<file path="src/rtl/logic_unit_pkg.sv">
// Shared mode encoding for the multi-input logic unit.
package logic_unit_pkg;

  typedef enum logic [2:0] {
    MODE_AND         = 3'd0,
    MODE_OR          = 3'd1,
    MODE_XOR         = 3'd2,
    MODE_NAND        = 3'd3,
    MODE_NOR         = 3'd4,
    MODE_XNOR        = 3'd5,
    MODE_AT_LEAST_K  = 3'd6,
    MODE_EXACTLY_ONE = 3'd7
  } mode_e;

  localparam int MODE_COUNT = 8;

endpackage

</file>
<file path="src/rtl/button_debouncer.sv">
// Two-flop synchroniser plus optional debouncer for the mode push-button.
// The debouncer is built only when MULTI_INPUT_LOGIC_UNIT_DEBOUNCE_EN is defined.
module button_debouncer #(
  parameter int DEBOUNCE_CYCLES = 4
) (
  input  logic clock,
  input  logic reset,
  input  logic button,
  output logic level
);

  logic s1, s2;

  if (DEBOUNCE_CYCLES < 1 || DEBOUNCE_CYCLES > 65535) begin : g_bad_debounce
    $error("DEBOUNCE_CYCLES out of range 1..65535");
  end

  always_ff @(posedge clock) begin
    if (reset) begin
      s1 <= 1'b0;
      s2 <= 1'b0;
    end else begin
      s1 <= button;
      s2 <= s1;
    end
  end

`ifdef MULTI_INPUT_LOGIC_UNIT_DEBOUNCE_EN
  logic [15:0] cnt;
  logic        level_q;

  // Level follows s2 only after DEBOUNCE_CYCLES consecutive disagreeing samples.
  always_ff @(posedge clock) begin
    if (reset) begin
      cnt     <= '0;
      level_q <= 1'b0;
    end else if (s2 == level_q) begin
      cnt <= '0;
    end else if (cnt == 16'(DEBOUNCE_CYCLES - 1)) begin
      level_q <= s2;
      cnt     <= '0;
    end else begin
      cnt <= cnt + 16'd1;
    end
  end

  assign level = level_q;
`else
  assign level = s2;
`endif

endmodule

</file>
<file path="src/rtl/multi_input_logic_unit.sv">
// Selectable reduction/threshold logic over N_INPUTS bits with a button-stepped mode.
// Define MULTI_INPUT_LOGIC_UNIT_DEBOUNCE_EN to include the button debouncer.
module multi_input_logic_unit
  import logic_unit_pkg::*;
#(
  parameter int N_INPUTS        = 4,
  parameter int K_THRESHOLD     = 2,
  parameter int DEBOUNCE_CYCLES = 4
) (
  input  logic                              clock,
  input  logic                              reset,
  input  logic [N_INPUTS-1:0]               in_bits,
  input  logic                              en,
  input  logic                              mode_next,
  output logic                              result,
  output logic [$clog2(N_INPUTS+1)-1:0]     ones_count,
  output logic [2:0]                        mode,
  output logic                              enabled
);

  localparam int CW = $clog2(N_INPUTS + 1);

  if (N_INPUTS < 2 || N_INPUTS > 8 || K_THRESHOLD < 1 || K_THRESHOLD > N_INPUTS)
  begin : g_bad_params
    $error("N_INPUTS or K_THRESHOLD out of range");
  end

  function automatic logic [CW-1:0] popcount(input logic [N_INPUTS-1:0] v);
    logic [CW-1:0] c;
    c = '0;
    for (int i = 0; i < N_INPUTS; i++) c = c + CW'(v[i]);
    return c;
  endfunction

  function automatic logic evaluate(input logic [N_INPUTS-1:0] v, input mode_e m);
    logic [CW-1:0] c;
    logic          r;
    c = popcount(v);
    case (m)
      MODE_AND:         r = &v;
      MODE_OR:          r = |v;
      MODE_XOR:         r = ^v;
      MODE_NAND:        r = ~&v;
      MODE_NOR:         r = ~|v;
      MODE_XNOR:        r = ~^v;
      MODE_AT_LEAST_K:  r = (c >= CW'(K_THRESHOLD));
      default:          r = (c == CW'(1));
    endcase
    return r;
  endfunction

  logic          level;
  logic          level_d;
  logic          rise;
  mode_e         mode_q;
  logic          result_p1;
  logic [CW-1:0] ones_count_p1;
  logic          vld_p1;

  button_debouncer #(
    .DEBOUNCE_CYCLES(DEBOUNCE_CYCLES)
  ) u_button (
    .clock (clock),
    .reset (reset),
    .button(mode_next),
    .level (level)
  );

  assign rise = level & ~level_d;

  // Edge register always advances, so a press while disabled is consumed, not deferred.
  always_ff @(posedge clock) begin
    if (reset) begin
      level_d <= 1'b0;
      mode_q  <= MODE_AND;
    end else begin
      level_d <= level;
      if (rise && en) mode_q <= mode_e'(3'(mode_q + 3'd1));
    end
  end

  // Stage p1: evaluation uses the mode held before any step taken at this edge.
  always_ff @(posedge clock) begin
    if (reset) begin
      result_p1     <= 1'b0;
      ones_count_p1 <= '0;
      vld_p1        <= 1'b0;
    end else begin
      vld_p1        <= en;
      result_p1     <= en & evaluate(in_bits, mode_q);
      ones_count_p1 <= en ? popcount(in_bits) : '0;
    end
  end

  assign result     = result_p1;
  assign ones_count = ones_count_p1;
  assign mode       = mode_q;
  assign enabled    = vld_p1;

endmodule
</file>
<file path="config.mk">
export PLATFORM = sky130hd
export DESIGN_NAME = multi_input_logic_unit
export DESIGN_NICKNAME = d
export VERILOG_FILES = /design/src/rtl/logic_unit_pkg.sv /design/src/rtl/button_debouncer.sv /design/src/rtl/multi_input_logic_unit.sv
export SDC_FILE = /design/constraint.sdc
export NUM_CORES = 1
export LEC_CHECK = 0
export CAP_MARGIN = 20
export CORE_MARGIN = 1
export CORE_UTILIZATION = 30
export CTS_CLUSTER_SIZE = 10
export DETAILED_ROUTE_END_ITERATION = 6
export SLEW_MARGIN = 20
export SYNTH_ARGS = -nofsm -noshare
export SYNTH_HDL_FRONTEND = slang
export SYNTH_SLANG_ARGS = --single-unit
</file>
<file path="constraint.sdc">
create_clock -name clock -period 4.5 [get_ports clock]
set_clock_uncertainty 0.05 [all_clocks]
set_input_delay 0.45 -clock clock [delete_from_list [all_inputs] [get_ports clock]]
set_output_delay 0.45 -clock clock [all_outputs]
set_load 0.03 [all_outputs]
</file>
==> results by group, run 1 <==
Run status
  • Outcome: complete, no violations

Route
  • DR vias: 467
  • Post-route DRC: 0
  • DRT antenna net count: 0
  • Drt via density: 4.17
  • Initial DRT Pass Iterations: 4
  • Initial DRC Count: 6
  • Final WL: 949 um
  • Avg WL per Cell: 8.47 um

Floorplanning
  • I/O pins: 16
  • Starting Density: 32.1%
  • Die Ht: 48.1 um
  • Die width: 48.1 um
  • Cell Rows: 16
  • Die area: 2310 um^2
  • Core area: 1980 um^2

Timing
  • Tmin final: 2160 ps
  • RSZ-0062 raised after global routing: no
  • Slew HR: 79.8%
  • Setup_tns: 0 ps
  • Period Utilization, post-route: 48.0%
  • Final slew viol count: 0
  • FMAX: 463 MHz
  • Worst slew pin tran: 300 ps
  • Final setup fails: 0
  • Final Hold Fails: 0

Synthesis
  • Synth Register Bits: 11
  • Warnings from Yosys: 0
  • Post-synth cell types: 21
  • Post-synth top area cell: dfxtp_1
  • Synthesized-area fraction occupied by adder cells: 26.7%
  • Synth Area in Simple Gates: 19.4%
  • Synth Area in Compound Gates: 7.86%
  • Mux contribution to synthesized area: 1.57%
  • Seq/Total Area, Yosys: 34.6%
  • Synth Net Count: 88
  • Top-area cell type share of the netlist area: 34.6%
  • Most area-consuming cells after synthesis: dfxtp_1, ha_1, inv_1
  • Synth Instances: 67
  • Synthesized area per cell: 9.51 um^2
  • Post-synthesis xor/xnor area fraction: 2.75%
  • Largest family of logic cells by synthesized area: adder cells
  • Synthesized area: 637 um^2

Pwr
  • Worst IR Drop VDD: 0.154 mV
  • LEAKAGE: 0.364 nW
  • Power per cell area: 249 nW/um^2
  • Final Power: 0.208 mW

Clocking
  • Post-CTS resize count: 0
  • CTS tree: yes
  • Clock Pin Slew Worst Setup and Hold Paths: 60 ps
  • H-tree levels: 1
  • Clock Tree Buf Depth: 2
  • TritonCTS buffer count: 3
  • CTS Hold Bufs: 0
  • Root Driver: clkbuf_4
  • TritonCTS Sinks: 11
  • Setup bufs post-CTS: 0
  • Worst skew pair latency: 260 ps

Place
  • Port buffer count: 15
  • Post-DP HPWL: 787 um
  • Routability Congestion: 0.721

Setup path
  • Critical path class: input port to flip-flop
  • CP endpoint kind: flip-flop
  • CP Max Fanout: 3
  • Startpoint types: input port
  • FF-to-FF path depth: 5
  • RR Startpoint: mode[2]
  • Arrival time at the worst endpoint: 2260 ps
  • Worst path required time: 4600 ps
  • Start point of the critical path: in_bits[1]

Final layout
  • Nets: 107
  • Layout cell share with drive strength beyond 1: 7.06%
  • Most frequent cells in the layout: clkdlybuf4s50_1, ha_1, dfxtp_1, inv_1, nand2_1
  • Fill count: 189
  • Ant diodes: 0
  • Area grow syn2layout: 31.2%
  • Commonest non-fill, non-tap cell in the layout: clkdlybuf4s50_1

Global route
  • Initial antenna violation count: 0
  • Largest net degree at the start of global routing: 10
  • GRT Total Usage: 10.7%
  • Vias in the first global route: 423
  • First-pass GRT wire length: 1690 um
  • GRT overflow: 0

Worst hold path
  • WHS Path Cells: 1
  • Min-delay src: u_button.s1
  • HP Class: flip-flop to flip-flop

Run
  • Max cap viols: 0
[per-layer routing]
layer	wire length, um	global-route usage [%]
met1	452	12.4
met2	442	17.8
met3	54	5.66
met4	0	1.67
met5	0	0
[power breakdown]
group	switching (mW)	total [mW]	internal [mW]
logic	0.0207	0.0410	0.0204
clock network	0.0302	0.0644	0.0343
registers	0.00124	0.102	0.101
total	0.0521	0.208	0.156
[layout make-up]
type | count | area (um^2) | share of cell area, %
clock buffers | 4 | 26.3 | 3.14
inverters | 9 | 33.8 | 4.04
multi-input cells | 46 | 372 | 44.5
flip-flops and latches | 11 | 220 | 26.3
well taps | 27 | 33.8 | 4.04
repair buffers | 15 | 150 | 18.0
[sequential cells by signal, indices dropped and copies added (netlist names)]
name,flops
u_button.s1,1
enabled,1
level_d,1
mode,3
ones_count,3
u_button.level,1
result,1
[through the flow]
stage	cells	hold WS (ps)	worst slack, ps	util, %	instance area [um^2]
finish	112	389	2340	42.2	836
global route	112	412	2250	42.2	836
CTS	112	391	2340	42.2	836
detailed placement	108	375	2060	40.8	810
global placement	108	370	2100	40.8	810
floorplan	67	364	2640	-	637
[cell usage after synthesis]
master    count
ha_1         12
dfxtp_1      11
inv_1         9
nand2_1       8
nor2_1        5
and2_1        4
nor2b_1       4
a21oi_1       1
a21oi_2       1
buf_6         1
fa_1          1
mux2i_1       1
nand3_1       1
nand3b_1      1
nor4_2        1
o21ai_1       1
o221ai_2      1
o22ai_1       1
o311a_1       1
xnor2_1       1
xor2_1        1
[path summary, 6_finish.rpt]
check | to | slack (ps)
setup / recovery | result | 2340
hold reg to reg | u_button.level | 390
setup reg to reg | result | 2960
hold / removal | u_button.level | 390
[logic make-up after synthesis]
kind of cell    after synthesis
fa+ha+maj                    13
xor+xnor                      2
buf+inv                      10
flops                        11
simple gates                 24
mux                           1
compound gates                6
[critical path, cell delays in order]
cell and delay, ps:
clkdlybuf4s50_1 530, fa_1 440, ha_1 200, inv_1 60, ha_1 150, o221ai_2 80
o311a_1 340
Note: power is estimated with default switching activity, not from simulation.
==> run 2, diff against run 1 <==
Clock period 4.5 ns to 1.8 ns, I/O delays scaled along.
==> run 2 against run 1 <==
Cell count rose by 4.5%. Largest cell class unchanged. Critical endpoint unchanged. Worst hold slack worse by 1.2 ps. Clock power rose to 2.5 times the previous value. Die area unchanged. Largest power group unchanged. Clock-buffer cell count unchanged. First-iteration DRC count fell by 17%. Flip-flop and latch count did not move. Highest routed layer unchanged. Power rose to 2.6 times the previous value. Critical path type unchanged. Non-clock buffer count increased by 5. Global-route usage increased by 0.60 points. Via count grew 3.9%. Combinational power rose to 2.8 times the previous value.
==> results by group, run 2 (synthesized netlist as in run 1, its figures left out) <==
Floorplanning
  • Cell Rows: 16 (unchanged)
  • Die area: 2310 um^2 (unchanged)
  • I/O pins: 16 (unchanged)
  • Core area: 1980 um^2 (unchanged)
  • Die Ht: 48.1 um (unchanged)
  • Die width: 48.1 um (unchanged)
  • Starting Density: 32.1% (unchanged)

Clocking
  • TritonCTS buffer count: 3 (unchanged)
  • TritonCTS Sinks: 11 (unchanged)
  • Setup bufs post-CTS: 0 (unchanged)
  • Clock Tree Buf Depth: 2 (unchanged)
  • Worst skew pair latency: 260 ps (about the same)
  • H-tree levels: 1 (unchanged)
  • Clock Pin Slew Worst Setup and Hold Paths: 60 ps (about the same)
  • CTS tree: yes
  • Root Driver: clkbuf_4

Setup path
  • Worst path required time: 1900 ps (-2700 ps)
  • RR Startpoint: mode[2]
  • Arrival time at the worst endpoint: 1740 ps (-520 ps)
  • CP Max Fanout: 2 (-1)
  • FF-to-FF path depth: 5 (unchanged)
  • Startpoint types: input port
  • CP Capture Point: result
  • Critical path class: input port to flip-flop
  • CP endpoint kind: flip-flop
  • Worst R2R Setup Slack: 270 ps (-2690 ps)
  • RR Endpoint: result
  • Start point of the critical path: in_bits[3]

Final layout
  • Ant diodes: 0 (unchanged)
  • Area grow syn2layout: 37.3%
  • Nets: 112 (+4.7%)
  • Final Non-Filler Cells: 117 (+4.5%)
  • Most frequent cells in the layout: ha_1, dfxtp_1, clkdlybuf4s50_1, inv_1, nand2_1
  • Layout cell share with drive strength beyond 1: 13.3% (+6.3 points)
  • Fill count: 207 (+9.5%)

Global route
  • GRT Total Usage: 11.3% (+0.60 points)
  • Initial antenna violation count: 0 (unchanged)
  • Vias in the first global route: 434 (+2.6%)
  • GRT overflow: 0 (unchanged)
  • Largest net degree at the start of global routing: 10 (unchanged)
  • First-pass GRT wire length: 1810 um (+6.9%)

Place
  • Port buffer count: 15 (unchanged)
  • Post-DP HPWL: 832 um (+5.6%)
  • Routability Congestion: 0.674 (-6.6%)
  • DP Cell Count: 113 (+4.6%)
  • Setup WS pre-CTS: -347 ps (-2410 ps)

Timing
  • Period Utilization, post-route: 91.0%
  • Setup_tns: 0 ps (unchanged)
  • FMAX: 610 MHz
  • Slew HR: 79.0% (-0.81 points)
  • Final Hold Fails: 0 (unchanged)
  • Final setup fails: 0 (unchanged)
  • Final slew viol count: 0 (unchanged)
  • Tmin final: 1640 ps
  • Worst Slack Setup Final: 162 ps (-2180 ps)
  • Worst slew pin tran: 315 ps (+14.1 ps)
  • RSZ-0062 raised after global routing: no

Route
  • DRT antenna net count: 0 (unchanged)
  • Final WL: 1010 um (+6.3%)
  • Drt via density: 4.15 (-0.58%)
  • DR vias: 485 (+3.9%)
  • Met1 Routed Length: 499 um (+10%)
  • Initial DRT Pass Iterations: 3 (-1)
  • Post-route DRC: 0 (unchanged)
  • WL met3: 55 um (+1.9%)
  • Initial DRC Count: 5 (-1)
  • DR top layer: met3
  • Met2 routed WL: 454 um (+2.7%)
  • Avg WL per Cell: 8.62 um (+1.8%)

Worst hold path
  • HP Class: flip-flop to flip-flop

Pwr
  • Power per cell area: 610 nW/um^2 (+150%)
  • Worst IR Drop VDD: 0.290 mV (+88%)
  • LEAKAGE: 0.409 nW (+12%)
  • Final Power: 0.533 mW (+160%)

Run
  • Max cap viols: 0 (unchanged)

Run status
  • Outcome: complete, no violations
-- run 2: routing by layer --
metal  track usage [%]  vias to the layer above
li1                  -                      260
met1              14.6                      212
met2              17.3                       13
met3              5.66                        0
met4              1.67                        0
met5                 0                        -
-- run 2: layout make-up --
| cell class | count | area [um^2] | area share [%] |
|---|---|---|---|
| sequential | 11 | 220 | 25.2 |
| multi-input combinational | 46 | 374 | 42.8 |
| timing repair buffer | 20 | 186 | 21.3 |
| inverter | 9 | 33.8 | 3.86 |
| clock buffer | 4 | 26.3 | 3.00 |
| tap | 27 | 33.8 | 3.86 |
-- run 2: per-stage QoR --
| step | hold WS [ps] | area [um^2] | util (%) |
|---|---|---|---|
| 2_1_floorplan | 202 | 637 | - |
| 3_3_place_gp | 371 | 847 | 42.7 |
| 3_5_place_dp | 379 | 847 | 42.7 |
| 4_1_cts | 391 | 872 | 44.0 |
| 5_1_grt | 415 | 875 | 44.1 |
| 6_report | 388 | 875 | 44.1 |
-- run 2: what timing repair did --
| item | in CTS | in global routing |
|---|---|---|
| cloned | 0 | 0 |
| setup endpoints to repair | 1 | 1 |
| gates resized for setup | 4 | 1 |
| pin swaps | 1 | 0 |
| hold buffers | 0 | 0 |
-- run 2: how the worst min path moves through the flow --
stage                     start        endpoint  slack [ps]  cells after the start
CTS                 u_button.s1  u_button.level         390                      1
global placement    u_button.s1  u_button.level         370                      1
detailed placement  u_button.s1  u_button.level         380                      1
finish              u_button.s1  u_button.level         390                      1
global route        u_button.s1  u_button.level         420                      1
floorplan                 reset         level_d         200                      1
-- run 2: worst max-delay path: stages --
cell,delay [ps]
dlygate4sd2_1,260
fa_1,490
ha_2,190
inv_1,50
ha_1,150
o221ai_2,80
o311a_1,330
-- run 2: report_power, final --
part / leakage [nW] / switching, mW / internal, mW / total [mW]
registers: 0.0899 / 0.00306 / 0.253 / 0.256
logic: 0.304 / 0.0552 / 0.0600 / 0.115
clock network: 0.0150 / 0.0762 / 0.0857 / 0.162
total: 0.409 / 0.135 / 0.399 / 0.533
==> run 3, diff against run 2 <==
Settings changed: CAP_MARGIN 20 to default.
==> results of run 3 <==
Same layout as run 2: the final DEF is identical, and so are final timing and power.
